===== config.mk =====
export PLATFORM = sky130hd
export DESIGN_NAME = sr_flag_controller
export DESIGN_NICKNAME = d
export VERILOG_FILES = /design/src/rtl/sr_ctrl_pkg.sv /design/src/rtl/rr_arbiter.sv /design/src/rtl/sr_flip_flop.sv /design/src/rtl/sr_flag_controller.sv
export SDC_FILE = /design/constraint.sdc
export NUM_CORES = 1
export LEC_CHECK = 0
export CELL_PAD_IN_SITES_DETAIL_PLACEMENT = 2
export CELL_PAD_IN_SITES_GLOBAL_PLACEMENT = 2
export CORE_MARGIN = 2
export CORE_UTILIZATION = 30
export CTS_BUF_LIST = sky130_fd_sc_hd__clkbuf_16
export CTS_CLUSTER_DIAMETER = 60
export DETAILED_ROUTE_END_ITERATION = 12
export GPL_TIMING_DRIVEN = 0
export PLACE_DENSITY = 0.8
export SYNTH_ARGS = -nofsm -noshare
export SYNTH_HDL_FRONTEND = slang
export SYNTH_SLANG_ARGS = --single-unit
export TNS_END_PERCENT = 1

===== constraint.sdc =====
create_clock -name i_clk -period 3.4 [get_ports i_clk]
set_clock_uncertainty 0.1 [all_clocks]
set_input_delay 0.85 -clock i_clk [delete_from_list [all_inputs] [get_ports i_clk]]
set_output_delay 0.85 -clock i_clk [all_outputs]
set_load 0.02 [all_outputs]

===== src/rtl/sr_ctrl_pkg.sv =====
// Shared state encodings and op codes for the SR flag controller.
package sr_ctrl_pkg;

    typedef enum logic [1:0] {
        ST_INIT  = 2'd0,
        ST_IDLE  = 2'd1,
        ST_DRIVE = 2'd2,
        ST_ACK   = 2'd3
    } state_t;

    localparam logic OP_CLR = 1'b0;
    localparam logic OP_SET = 1'b1;

endpackage


===== src/rtl/rr_arbiter.sv =====
// Combinational round-robin picker: first request at or after pointer+1, wrapping.
module rr_arbiter
    import sr_ctrl_pkg::*;
#(
    parameter  int unsigned NREQ = 4,
    localparam int unsigned PTRW = $clog2(NREQ)
) (
    input  logic [NREQ-1:0] i_req,
    input  logic [PTRW-1:0] i_ptr,
    output logic [NREQ-1:0] o_gnt,
    output logic            o_valid,
    output logic [PTRW-1:0] o_idx
);

    int unsigned w_cand;

    // Scan requesters in rotated order starting just after the last winner.
    always_comb begin
        o_gnt   = '0;
        o_valid = 1'b0;
        o_idx   = '0;
        w_cand  = 0;
        for (int unsigned k = 1; k <= NREQ; k++) begin
            w_cand = (32'(i_ptr) + k) % NREQ;
            if (!o_valid && i_req[PTRW'(w_cand)]) begin
                o_valid               = 1'b1;
                o_idx                 = PTRW'(w_cand);
                o_gnt[PTRW'(w_cand)]  = 1'b1;
            end
        end
    end

endmodule


===== src/rtl/sr_flip_flop.sv =====
// Clocked SR storage cell with no reset of its own; the controller clears it.
module sr_flip_flop (
    input  logic i_clk,
    input  logic i_s,
    input  logic i_r,
    output logic o_q
);

    logic r_q;

    // Set takes priority; the controller never presents S and R together.
    always_ff @(posedge i_clk) begin
        if (i_s) begin
            r_q <= 1'b1;
        end else if (i_r) begin
            r_q <= 1'b0;
        end
    end

    assign o_q = r_q;

endmodule


===== src/rtl/sr_flag_controller.sv =====
// Arbitrates set/clear requests onto a bank of SR flags, one S or R pulse per op.
module sr_flag_controller
    import sr_ctrl_pkg::*;
#(
    parameter  int unsigned NREQ   = 4,
    parameter  int unsigned NFLAGS = 8,
    localparam int unsigned IDXW   = $clog2(NFLAGS)
) (
    input  logic                 i_clk,
    input  logic                 i_rst_n,
    input  logic [NREQ-1:0]      i_req,
    input  logic [NREQ-1:0]      i_op,
    input  logic [NREQ*IDXW-1:0] i_idx,
    output logic [NREQ-1:0]      o_gnt,
    output logic [NREQ-1:0]      o_done,
    output logic [NFLAGS-1:0]    o_flags,
    output logic                 o_ready
);

    localparam int unsigned PTRW = $clog2(NREQ);

    state_t              r_state;
    logic [PTRW-1:0]     r_ptr;
    logic [NREQ-1:0]     r_win;
    logic [NREQ-1:0]     r_gnt;
    logic [NREQ-1:0]     r_done;
    logic                r_ready;
    logic [NFLAGS-1:0]   r_s;
    logic [NFLAGS-1:0]   r_r;

    logic [NREQ-1:0]     w_win;
    logic                w_valid;
    logic [PTRW-1:0]     w_win_idx;
    logic                w_sel_op;
    logic [IDXW-1:0]     w_sel_idx;
    logic [NFLAGS-1:0]   w_dec;
    logic [NFLAGS-1:0]   w_q;

    rr_arbiter #(
        .NREQ (NREQ)
    ) u_arb (
        .i_req   (i_req),
        .i_ptr   (r_ptr),
        .o_gnt   (w_win),
        .o_valid (w_valid),
        .o_idx   (w_win_idx)
    );

    // Select the winner's op and index, and decode the index to a one-hot flag mask.
    always_comb begin
        w_sel_op  = OP_CLR;
        w_sel_idx = '0;
        for (int i = 0; i < NREQ; i++) begin
            if (w_win[i]) begin
                w_sel_op  = i_op[i];
                w_sel_idx = i_idx[i*IDXW +: IDXW];
            end
        end
        w_dec = NFLAGS'(1) << w_sel_idx;
    end

    // Sequencer: INIT clears the bank, IDLE grants, DRIVE pulses S/R, ACK reports done.
    // The registered S/R pair doubles as the latched op/idx of the granted request.
    always_ff @(posedge i_clk) begin
        if (!i_rst_n) begin
            r_state <= ST_INIT;
            r_gnt   <= '0;
            r_done  <= '0;
            r_ready <= 1'b0;
            r_win   <= '0;
            r_s     <= '0;
            r_r     <= '1;
            r_ptr   <= PTRW'(NREQ - 1);
        end else begin
            case (r_state)
                ST_INIT: begin
                    r_s     <= '0;
                    r_r     <= '0;
                    r_ready <= 1'b1;
                    r_state <= ST_IDLE;
                end
                ST_IDLE: begin
                    r_s <= '0;
                    r_r <= '0;
                    if (w_valid) begin
                        r_ptr   <= w_win_idx;
                        r_win   <= w_win;
                        r_gnt   <= w_win;
                        r_s     <= (w_sel_op == OP_SET) ? w_dec : '0;
                        r_r     <= (w_sel_op == OP_SET) ? '0 : w_dec;
                        r_state <= ST_DRIVE;
                    end
                end
                ST_DRIVE: begin
                    r_gnt   <= '0;
                    r_s     <= '0;
                    r_r     <= '0;
                    r_done  <= r_win;
                    r_state <= ST_ACK;
                end
                ST_ACK: begin
                    r_done  <= '0;
                    r_state <= ST_IDLE;
                end
                default: begin
                    r_state <= ST_INIT;
                end
            endcase
        end
    end

    // Flag bank: one SR cell per flag, driven only from registered S/R.
    genvar g;
    generate
        for (g = 0; g < NFLAGS; g++) begin : g_bank
            sr_flip_flop u_ff (
                .i_clk (i_clk),
                .i_s   (r_s[g]),
                .i_r   (r_r[g]),
                .o_q   (w_q[g])
            );
        end
    endgenerate

    assign o_gnt   = r_gnt;
    assign o_done  = r_done;
    assign o_ready = r_ready;
    assign o_flags = w_q;

endmodule

==> impl_results.md, run 1 <==
* HP Class: reg -> reg
* Setup violators final at 1
* Post-route DRC violation count at 0
* Synth Cell Area at 0.00255 sq mm
* Peak fanout along the critical path at 6
* Post-synth EDFFs at 0
* Via Count at 2312
* Area of the core at 0.00822 sq mm
* Synth warnings at 0
* Total of max-cap violations at 0
* TritonCTS Buffers at 5
* Post-synth top cells: 41 x dfxtp_1, 27 x nand2_1, 14 x inv_1
* Synth area leader: dfxtp_1
* CP Capture Type: register
* Syn Nets at 301
* GP Congestion at 0.756
* Worst slew pin tran at 636 ps
* # hold bufs at CTS at 0
* TritonCTS clock tree: built
* WL/cell at 21.5 microns
* Fin nets at 377
* Cell with the most instances after synthesis: dfxtp_1
* Pwr Density at 900 mW/mm^2
* Max-slew headroom at 57.1%
* Share of the synthesized area in the top cell type at 32.2%
* Largest net degree at the start of global routing at 15
* Post-synthesis cell type count at 56
* Std-Cell Rows at 33
* Detailed Route WL at 9640 microns
* Die X at 96.2 microns
* RSZ-0062 raised after global routing: true
* Peak supply drop at 0.320 mV
* Most used cell, CP: buf_4
* Synth area leaders: dfxtp_1 32%, ha_1 6.4%, nand2_1 4.0%, mux4_2 3.5%, a21o_1 2.9%
* Slew Limit Fails at 0
* TNS Setup at -41.8 ps
* Clock latency on the worst-skew pair at 290 ps
* Total Routing Usage GR at 18.7%
* Initial Util at 31.0%
* First-pass GRT wire length at 13200 microns
* Critical Path AT at 3550 ps
* Drt via density at 5.16
* Clk buf depth at 2
* Seq cells post-synth at 41
* Static leakage at 1.53 nW
* Post-DP HPWL at 5370 microns
* Io pins at 39
* Fmax at 291 MHz
* Power Total at 0.00337 W
* Die ar. at 0.00926 sq mm
* Worst path required time at 3510 ps
* Final WS setup at -41.8 ps
* H-Tree Depth at 2
* CTS clk-pin slew, worst paths at 70 ps
* Design area at 0.00374 sq mm
* I/O Buffers at 36
* N_diodes at 0
* Register area share after synthesis at 32.2%
* Initial antenna violation count at 0
* Worst Setup Path Type: reg -> reg
* Fin crit share at 101%
* Clock Tree Root: clkbuf_16
* Async S/R FF share, synth at 0%
* Worst setup SP type: register
* Placed Area at 0.00305 sq mm
* Minimum clock period at 3440 ps
* Area growth syn-to-layout at 46.6%
* Primary FF master, synth: dfxtp_1
* Crit-path max cell delay at 390 ps
* Fin util at 45.5%
* Crit-path cells: clkbuf_16 > clkinvlp_4 > ha_4 > buf_8 > mux4_2 > a31o_1 > a221oi_4 > buf_4 > o21ai_4 > a211oi_4 > a211o_1 > buf_4 > nand4_1 > a21boi_1
* Cell at the slowest stage of the critical path: mux4_2
* Vias in the first global route at 2495
* Syn avg cell area at 9.59 sq um
* Run status: complete, but fails checks
* Layout cell share with drive strength beyond 1 at 31.2%
* Failing checks: negative setup slack
* Final hold vios at 0
* Antenna viol nets, final at 0
* Drt pass-1 iters at 4
* CTS Sinks at 41
* Total grt overflow at 0
* Syn Inst Count at 266
* DR iter-0 viols at 63
* Die Span Y at 96.2 microns
* Worst Hold Slack at 337 ps
==> what timing repair did <==
item,4_1_cts,5_1_grt
resized for setup,27,26
gates cloned,0,1
setup endpoints to repair,25,17
pin swaps,8,17
setup buffers,11,22
==> registers in the layout, summed over array words and instances, names as in the netlist <==
name / count
g_bank.u_ff.o_q: 8
r_r: 8
r_s: 8
o_done: 4
o_gnt: 4
r_win: 4
r_ptr: 2
r_state: 2
o_ready: 1
==> area by class of cell <==
class / count / area, sq um
inverter: 14 / 60.1
fill: 836 / 4480
tap: 105 / 131
clock inverter: 3 / 68.8
multi-input combinational: 188 / 1730
buffer: 22 / 185
sequential: 41 / 828
clock buffer: 5 / 125
timing repair buffer: 70 / 611
==> cells in the final DEF (no fill, tap or decap), types with 10 or more instances in the layout <==
master | netlist | final
o211ai_1 | 10 | 10
a21o_1 | 10 | 10
nor2b_1 | 11 | 11
ha_1 | 13 | 12
nand2b_1 | 11 | 10
clkdlybuf4s50_1 | 0 | 34
buf_4 | 8 | 39
inv_1 | 14 | 12
dfxtp_1 | 41 | 39
nand2_1 | 27 | 24
==> worst paths after layout <==
kind / depth (start not counted) / from / slack (ps) / to
hold / removal: 1 / r_s[2] / 340 / g_bank[2].u_ff.o_q
setup reg to reg: 14 / r_ptr[1] / -40 / r_s[5]
setup / recovery: 14 / r_ptr[1] / -40 / r_s[5]
hold reg to reg: 1 / r_s[2] / 340 / g_bank[2].u_ff.o_q
==> layer usage <==
| layer | share of wire (%) | vias to the layer above | track usage (%) | wire (microns) |
|---|---|---|---|---|
| met5 | 0 | - | 0 | 0 |
| met4 | 1.3 | 0 | 2.86 | 126 |
| met3 | 2.0 | 13 | 2.98 | 188 |
| met2 | 54 | 33 | 33.7 | 5230 |
| met1 | 42 | 1171 | 23.7 | 4090 |
| li1 | - | 1095 | - | - |
==> cells by family (layout without fill, tap and decap cells) <==
kind of cell | Yosys count | in the layout | share of synthesized area [%]
simple gates | 88 | 88 | 20.0
compound gates | 71 | 71 | 25.2
flops | 41 | 41 | 32.2
buf+inv | 37 | 114 | 7.65
mux | 15 | 15 | 8.29
fa+ha+maj | 13 | 13 | 6.38
xor+xnor | 1 | 1 | 0.343
==> metrics by stage <==
| step | instances | setup slack [ps] |
|---|---|---|
| 2_1_floorplan | 266 | 47.9 |
| 3_3_place_gp | 407 | -580 |
| 3_5_place_dp | 407 | -673 |
| 4_1_cts | 425 | 8.11 |
| 5_1_grt | 448 | -129 |
| 6_report | 448 | -41.8 |
==> where the power goes <==
part | switching, W | total [W] | internal, W
Sequential | 0.0000540 | 0.000621 | 0.000567
Combinational | 0.00110 | 0.00211 | 0.00101
Clock | 0.000209 | 0.000633 | 0.000424
==> critical path: cells and delay by family (launching register included) <==
family	cells	cell delay, ps
and+or+nand+nor	1	120
AOI/OAI and AO/OA	6	1410
buffers and inverters	5	700
muxes	1	390
adders and majority gates	1	280
DFF	1	370
Note: power is estimated with default switching activity, not from simulation.
==> run 2, diff against run 1 <==
--- a/config.mk
+++ b/config.mk
@@ -7,7 +7,7 @@
 export LEC_CHECK = 0
 export CELL_PAD_IN_SITES_DETAIL_PLACEMENT = 2
 export CELL_PAD_IN_SITES_GLOBAL_PLACEMENT = 2
-export CORE_MARGIN = 2
+export CORE_MARGIN = 1.5
 export CORE_UTILIZATION = 30
 export CTS_BUF_LIST = sky130_fd_sc_hd__clkbuf_16
 export CTS_CLUSTER_DIAMETER = 60
==> run 2 against run 1 <==
  * The flow still finishes with violations (negative setup slack)
  * Combinational power fell by 22%
  * Final area fell by 7.4%
  * Non-clock buffer count fell by 25
  * Clock-buffer cell count did not move
  * Critical endpoint is now r_r[3]
  * Largest cell class unchanged
  * Largest power group unchanged
==> impl_results.md, run 2 (same netlist as run 1, synthesis figures left out) <==
* Run status: complete, but fails checks (unchanged)
* Failing checks: negative setup slack (unchanged)
* Die Span Y at 95.2 microns (was 96.2 microns)
* Worst setup SP type: register (unchanged)
* Initial Util at 31.0% (unchanged)
* Total of max-cap violations at 0 (unchanged)
* Drt pass-1 iters at 4 (unchanged)
* Setup violators final at 3 (was 1)
* Layout cell share with drive strength beyond 1 at 23.3% (was 31.2%)
* Peak fanout along the critical path at 10 (was 6)
* Worst Setup Path Type: reg -> reg (unchanged)
* Std-Cell Rows at 33 (unchanged)
* Post-route DRC violation count at 0 (unchanged)
* N_diodes at 0 (unchanged)
* TritonCTS Buffers at 5 (unchanged)
* Fin crit share at 100% (was 101%)
* Critical Path AT at 3510 ps (was 3550 ps)
* Fill cells at 879 (was 836)
* Final hold vios at 0 (unchanged)
* Worst Hold Slack at 343 ps (was 337 ps)
* Most common cell after layout, fill and taps aside: dfxtp_1
* Area of the core at 0.00822 sq mm (unchanged)
* Antenna viol nets, final at 0 (unchanged)
* Worst hold path cell count at 1 (unchanged)
* Static leakage at 1.39 nW (was 1.53 nW)
* CTS clk-pin slew, worst paths at 60 ps (was 70 ps)
* Most frequent cells in the layout: 39 x dfxtp_1, 34 x clkdlybuf4s50_1, 27 x nand2_1 (was 39 x buf_4, 39 x dfxtp_1, 34 x clkdlybuf4s50_1)
* # hold bufs at CTS at 0 (unchanged)
* Initial antenna violation count at 0 (unchanged)
* CTS Sinks at 41 (unchanged)
* RSZ-0062 raised after global routing: true (unchanged)
* Clk buf depth at 2 (unchanged)
* DR iter-0 viols at 71 (was 63)
* R2R depth at 13 (was 14)
* Final WS setup at -6.28 ps (was -41.8 ps)
* Crit-path max cell delay at 390 ps (about the same)
* Placed Area at 0.00305 sq mm (unchanged)
* Detailed Route WL at 8030 microns (was 9640 microns)
* Design area at 0.00347 sq mm (was 0.00374 sq mm)
* Hold path start: r_s[2] (unchanged)
* Max-slew headroom at 55.7% (was 57.1%)
* Via Count at 2208 (was 2312)
* Io pins at 39 (unchanged)
* Pwr Density at 831 mW/mm^2 (was 900 mW/mm^2)
* Die ar. at 0.00907 sq mm (was 0.00926 sq mm)
* Worst slew pin tran at 658 ps (was 636 ps)
* Top delay family on crit path: simple AND/OR/NAND/NOR gates (was compound AO/OA/AOI/OAI gates)
* Worst path required time at 3510 ps (about the same)
* Fin nets at 352 (was 377)
* Post-DP HPWL at 5470 microns (was 5370 microns)
* CP Capture Type: register (unchanged)
* Worst Hold Endpoint: g_bank[2].u_ff.o_q (unchanged)
* Fmax at 294 MHz (was 291 MHz)
* I/O Buffers at 36 (unchanged)
* First-pass GRT wire length at 12900 microns (was 13200 microns)
* WL/cell at 19.0 microns (was 21.5 microns)
* Area growth syn-to-layout at 35.9% (was 46.6%)
* Slew Limit Fails at 0 (unchanged)
* Power Total at 0.00288 W (was 0.00337 W)
* Largest net degree at the start of global routing at 15 (unchanged)
* Total Routing Usage GR at 18.9% (was 18.7%)
* Vias in the first global route at 2405 (was 2495)
* Minimum clock period at 3410 ps (was 3440 ps)
* Clock latency on the worst-skew pair at 280 ps (was 290 ps)
* Clock Tree Root: clkbuf_16 (unchanged)
* Reg-to-Reg End: r_r[3] (was r_s[5])
* CP bufs+invs at 4 (was 5)
* Peak supply drop at 0.271 mV (was 0.320 mV)
* HP Class: reg -> reg (unchanged)
* GP Congestion at 0.758 (was 0.756)
* Worst reg2reg startpoint: r_ptr[1] (unchanged)
* Cell at the slowest stage of the critical path: dfxtp_4 (was mux4_2)
* Total grt overflow at 0 (unchanged)
* Dpl ws at -694 ps (was -673 ps)
* H-Tree Depth at 2 (unchanged)
* TritonCTS clock tree: built (unchanged)
* Crit-path cells: clkbuf_16 > clkinvlp_4 > ha_1 > buf_8 > mux4_2 > nor4b_4 > buf_4 > nand2_1 > o21ai_4 > nor3b_2 > a211oi_4 > nand3b_1 > o211ai_1 (was clkbuf_16 > clkinvlp_4 > ha_4 > buf_8 > mux4_2 > a31o_1 > a221oi_4 > buf_4 > o21ai_4 > a211oi_4 > a211o_1 > buf_4 > nand4_1 > a21boi_1)
* Drt via density at 5.22 (was 5.16)
* R2R Setup Slk at -6 ps (was -40 ps)
* Die X at 95.2 microns (was 96.2 microns)
run 2: cell types whose count changed in the layout (fill, tap and decap cells not counted), sizes merged:
cell / delta
buf: -25
clkbuf: -2
dlygate4sd2: +2
run 2: worst max path at each step:
stage | cells past startpoint | from | slack (ps) | end
6_report | 13 | r_ptr[1] | -6 | r_r[3]
5_1_grt | 12 | r_ptr[1] | -180 | r_s[6]
4_1_cts | 13 | r_ptr[1] | 10 | r_r[3]
3_5_place_dp | 13 | r_ptr[0] | -690 | r_r[3]
3_3_place_gp | 13 | r_ptr[0] | -580 | r_r[1]
2_1_floorplan | 14 | r_ptr[0] | 50 | r_r[0]
run 2: through the flow:
step / utilization [%] / TNS, ps / instances
floorplan: - / 0 / 266
global placement: 37.1 / -10290 / 407
detailed placement: 37.1 / -12930 / 407
CTS: 41.8 / 0 / 423
global route: 42.2 / -2240 / 423
finish: 42.2 / -17.0 / 423
run 2: power by group:
group,switching (W),internal (W),total [W]
registers,0.0000576,0.000567,0.000624
clock network,0.000195,0.000423,0.000619
logic,0.000897,0.000741,0.00164
total,0.00115,0.00173,0.00288
run 2: metal layers:
metal	vias up	track usage (%)	share of wire, %
li1	1051	-	-
met1	1116	23.9	44
met2	29	33.7	52
met3	12	2.87	2.0
met4	0	4.23	1.3
met5	-	0	0
run 2: final cells by class:
cell class                 instances  area [sq um]  share of cell area, %
tap                              105           131                   3.79
buffer                            22           189                   5.45
inverter                          14          60.1                   1.73
sequential                        41           828                   23.9
timing repair buffer              45           425                   12.3
clock buffer                       5           125                   3.61
clock inverter                     3          68.8                   1.99
multi-input combinational        188          1640                   47.3
run 2: timing repair:
item / 4_1_cts / 5_1_grt
buffers inserted: 9 / 0
endpoints found under the hold margin: 0 / 0
gates resized for setup: 26 / 6
pin swaps: 9 / 1
setup endpoints to repair: 26 / 24
==> edit 1, RTL diff (flow settings as in run 1) <==
The parameter `NFLAGS` goes from 8 to 4.
--- a/src/rtl/sr_flag_controller.sv
+++ b/src/rtl/sr_flag_controller.sv
@@ -4,5 +4,5 @@
 #(
     parameter  int unsigned NREQ   = 4,
-    parameter  int unsigned NFLAGS = 8,
+    parameter  int unsigned NFLAGS = 4,
     localparam int unsigned IDXW   = $clog2(NFLAGS)
 ) (
Ports: changed (resized i_idx and o_flags); port bits go from 39 to 31. The function was not compared with the original's and may differ.
==> edit 1 against run 1 <==
  * Routed wire length is 42% lower
  * Synthesized cell count is 25% lower
  * Setup slack improved by 0.12 ns
  * Sequential cell count shrank 12
  * Global-route usage is 0.79 points lower
  * Count of clock-buffer cells in the layout unchanged
  * Area after synthesis shrank 30%
  * Highest routed layer unchanged
  * Combinational power down 48%
  * Final area is 33% lower
  * Total power decreased by 39%
  * Fmax is 3.7% higher
  * Sequential power down 24%
==> edit 1: results (changes against run 1) <==
stage,metric,value,unit,change
final_layout,sequential cells,29,,-29%
global_route,GR Layer Usage met1,0.2080,,-0.02899
final_layout,storage element area,588.1,um^2,-29%
detailed_routing,drt initial violations,43,,-32%
synthesis,library cells used by synthesis,46,,-18%
final_layout,Nets,276,,-27%
critical_path,flop2flop setup slack,0.14,ns,+0.18 ns
power,leakage,0.001035,uW,-32%
worst_hold_path,hold path startpoint,r_s[1],,
critical_path,start of the worst register-to-register path,r_ptr[0],,
final_layout,inverter count,11,,-3
place,GPL Wtd Cong,0.7670,,+1.5%
critical_path,Worst path max stage delay,0.54,ns,+0.15 ns
detailed_routing,WL final,5560,um,-42%
final_layout,comb_multi_in,145,,-23%
final_layout,Non-clk bufs,53,,-42%
place,detailed placer's ending HPWL,3930,um,-27%
global_route,pin count of the biggest net entering global routing,11,,-4
synthesis,Synth Net Count,230,,-24%
critical_path,Reg2Reg Depth,12,,-2
global_route,grt met2 use,0.3270,,-0.009756
critical_path,Worst EP arrival,3.41,ns,-0.14 ns
global_route,gr usage total,0.1788,,-0.007881
synthesis,"Seq/Total Area, Yosys",0.3236,,+0.001844
global_route,met3 GRT Util,0.04111,,+0.01135
global_route,global-route wire length before repair,8866,um,-33%
place,placed cell area,2188,um^2,-28%
final_layout,layout overhead on the synthesized area,39.19,%,
worst_hold_path,hold path endpoint,g_bank[1].u_ff.o_q,,
synthesis,Synth area leaders,"dfxtp_1, ha_1, mux2i_1, mux4_2, nor2_1",,
die,Die W,81.34,um,-15%
place,IO buf count,30,,-17%
final_layout,multi-input logic area,1144,um^2,-34%
critical_path,Reg2Reg Capture Point,r_s[1],,
final_layout,Signal buf overhead,0.1849,,-0.02784
critical_path,Worst path top cell family by delay,compound AO/OA/AOI/OAI gates,,
sta,slew margin rel.,0.6445,,+0.07306
status,status,"complete, no violations",,
critical_path,Worst Path Max Fanout,7,,+1
final_layout,ClkCell Share,0.06513,,+0.01329
detailed_routing,DRT Pass-1 Iters,4,,unchanged
power,Max IR drop VDD,0.5403,mV,+69%
final_layout,FILL cells,623,,-25%
final_layout,fraction of layout cells with a size suffix above 1,0.2276,,-0.08431
synthesis,synth cell count leaders,"dfxtp_1, nor2_1, nand2_1",,
global_route,vias in the first global route,1724,,-31%
synthesis,Post-synth EDFFs,0,,unchanged
clock_tree,clock-pin slew on the worst setup and hold paths,0.05,ns,-0.02 ns
detailed_routing,routed vias/inst,5.287,,+2.4%
## edit 1: per-stage QoR
stage | setup WS, ns | total power (uW) | hold WS [ns] | instances | setup TNS [ns]
after floorplan | 0.01537 | 1147 | 0.3057 | 199 | 0
after global placement | -0.5598 | 1398 | 0.3149 | 304 | -6.201
after detailed placement | -0.6379 | 1432 | 0.3232 | 304 | -7.047
after CTS | 0.003028 | 1982 | 0.3361 | 317 | 0
after global routing | 0.003497 | 2200 | 0.3620 | 321 | 0
final | 0.08108 | 2058 | 0.3321 | 321 | 0
## edit 1: cell families after synthesis
group / share of synthesized area
buffers and inverters: 0.07252
XOR/XNOR: 0.004882
adder cells (fa/ha/maj): 0.09066
AND/OR/NAND/NOR: 0.1771
flip-flops: 0.3236
multiplexers: 0.1130
AO/OA/AOI/OAI: 0.2183
## edit 1: how the worst max path moves through the flow
stage             start  endpoint  slack [ns]  cells after the start
6_report       i_req[0]    r_s[1]        0.08                     11
5_1_grt        i_req[0]    r_s[1]       0.003                     11
4_1_cts        r_ptr[1]    r_s[1]       0.003                     12
3_5_place_dp   i_req[2]    r_s[3]       -0.64                     10
3_3_place_gp   i_req[2]    r_s[0]       -0.56                     10
2_1_floorplan  r_ptr[1]    r_s[2]        0.02                     13
## edit 1: routing by layer
metal	routed length (um)	share of wire	vias to the layer above
li1	-	-	818
met2	2993	0.54	30
met3	189	0.034	8
met4	95	0.017	0
met1	2281	0.41	841
met5	0	0	-
## edit 1: what timing repair did
item	CTS	global route
setup buffers	5	5
hold buffers	0	0
setup endpoints to repair	16	12
pin swaps	2	4
gates resized for setup	17	23
## edit 1: report_power, final
group	switching [uW]	leakage [uW]	internal (uW)
clock	145	0.0000826	339
combinational	617	0.000715	488
sequential	53.0	0.000238	417
==> edit 2, RTL diff (flow settings as in run 1) <==
Without the edit above. Register the output `o_flags`, with the module's reset; this adds one clock of latency there. The other outputs are not delayed to match.
--- a/src/rtl/sr_flag_controller.sv
+++ b/src/rtl/sr_flag_controller.sv
@@ -126,5 +126,11 @@
     assign o_done  = r_done;
     assign o_ready = r_ready;
-    assign o_flags = w_q;
+    always_ff @(posedge i_clk) begin
+        if (!i_rst_n) begin
+            o_flags <= '0;
+        end else begin
+            o_flags <= w_q;
+        end
+    end
 
 endmodule
Behaviour: not the same (a bounded check fails within 4 cycles, from zero or initial values and one cycle with i_rst_n low).
==> edit 2 against run 1 <==
  * Final area down 6.1%
  * Count of clock-buffer cells in the layout is the same
  * Worst hold slack improved by 0.0053 ns
  * Sequential power up 19%
  * Routed wire length is 19% lower
  * Total power decreased by 14%
  * Highest routed layer unchanged
  * Area after synthesis rose by 2.2%
  * Sequential cell count up 8
  * Setup slack improved by 0.18 ns
  * Register-to-register slack better by 0.19 ns
==> edit 2: results (changes against run 1) <==
stage,metric,value,unit,change
status,status,"complete, no violations",,
synthesis,synth cell count leaders,"dfxtp_1, nand2_1, inv_1",,
place,GPL Wtd Cong,0.7506,,-0.66%
synthesis,multiplexer share of the synthesized area,0.08541,,+0.002529
global_route,pin count of the biggest net entering global routing,18,,+3
detailed_routing,drt initial violations,70,,+11%
synthesis,"Seq/Total Area, Yosys",0.3762,,+0.05447
detailed_routing,DRT Pass-1 Iters,4,,unchanged
synthesis,compound-cell area share of the yosys netlist,0.2140,,-0.03807
final_layout,ANT cells,0,,unchanged
detailed_routing,routed vias/inst,5.011,,-2.9%
critical_path,Worst Path Max Fanout,10,,+4
global_route,gr usage total,0.1657,,-0.02104
synthesis,library cells used by synthesis,55,,-1.8%
critical_path,Worst EP arrival,3.39,ns,-0.16 ns
final_layout,fraction of layout cells with a size suffix above 1,0.2305,,-0.08141
final_layout,Nets,368,,-2.4%
synthesis,post-synthesis xor/xnor area fraction,0.003359,,-0.00007413
global_route,vias in the first global route,2335,,-6.4%
synthesis,Synth Net Count,307,,+2.0%
power,leakage,0.001433,uW,-6.4%
place,detailed placer's ending HPWL,5259,um,-2.1%
place,placed cell area,3123,um^2,+2.5%
power,Max IR drop VDD,0.2660,mV,-17%
place,IO buf count,38,,+5.6%
global_route,global-route wire length before repair,12650,um,-4.2%
synthesis,adder-cell share of the synthesized area,0.06238,,-0.001377
sta,worst-margin pin slew,0.6235,ns,-0.01265 ns
detailed_routing,WL final,7816,um,-19%
synthesis,Synth area leaders,"dfxtp_1, ha_1, nand2_1, mux2i_1, mux4_2",,
## edit 2: cell types whose count changed after synthesis, sizes merged, moves of 5 or more
| cell | change |
|---|---|
| and2 | +13 |
| buf | -9 |
| dfxtp | +8 |
| nand2 | +6 |
| nand3 | -5 |
| nor2 | +10 |
| nor2b | -5 |
## edit 2: routing by layer
metal  wire (um)  up-vias  global-route usage
met5           0        -                   0
met1        3684     1106              0.2209
met3         144        5             0.01727
li1            -     1073                   -
met2        3901       31              0.2879
met4          86        0             0.04167
## edit 2: area by class of cell
cell class,instances,area [um^2]
Clock buffer,5,125.1
Fill cell,931,5081
Clock inverter,3,25.02
Multi-Input combinational cell,193,1592
Timing Repair Buffer,56,508.0
Buffer,11,67.56
Sequential cell,49,988.4
Tap cell,108,135.1
Inverter,17,71.32
## edit 2: through the flow
step,total power (uW),cells,setup TNS [ns]
2_1_floorplan,1697,272,0
3_3_place_gp,1994,418,-14.02
6_report,2894,442,0
5_1_grt,3063,442,0
4_1_cts,2808,436,-0.01013
3_5_place_dp,2035,418,-14.41
## edit 2: final timing paths
| check | start | endpoint | slack (ns) | depth (start not counted) |
|---|---|---|---|---|
| setup reg to reg | r_ptr[1] | r_s[0] | 0.15 | 13 |
| hold reg to reg | r_s[5] | g_bank[5].u_ff.o_q | 0.34 | 1 |
| hold / removal | r_s[5] | g_bank[5].u_ff.o_q | 0.34 | 1 |
| setup / recovery | i_req[2] | r_s[0] | 0.14 | 11 |
## edit 2: logic make-up after synthesis
kind of cell | count (synthesis)
and+or+nand+nor | 99
AOI/OAI and AO/OA | 63
DFF | 49
buffers and inverters | 30
muxes | 17
adders and majority gates | 13
xor gates and xnor gates | 1
## edit 2: critical path, stage by stage
cell	delay, ns
buf_2	0.16
mux4_2	0.55
buf_6	0.18
a211o_1	0.29
a22oi_2	0.16
buf_4	0.18
mux2i_1	0.30
a221oi_4	0.13
or2_4	0.28
o2bb2a_4	0.22
nor2_2	0.07
## edit 2: power by group
group	internal (uW)	switching (uW)
clock network	278	237
logic	753	889
registers	675	61.8
## edit 2: what timing repair did
action,4_1_cts,5_1_grt
hold endpoints to repair,0,0
resized for setup,26,18
setup endpoints to repair,24,20
pin swaps,6,6
hold buffers,0,0
setup buffers,11,7
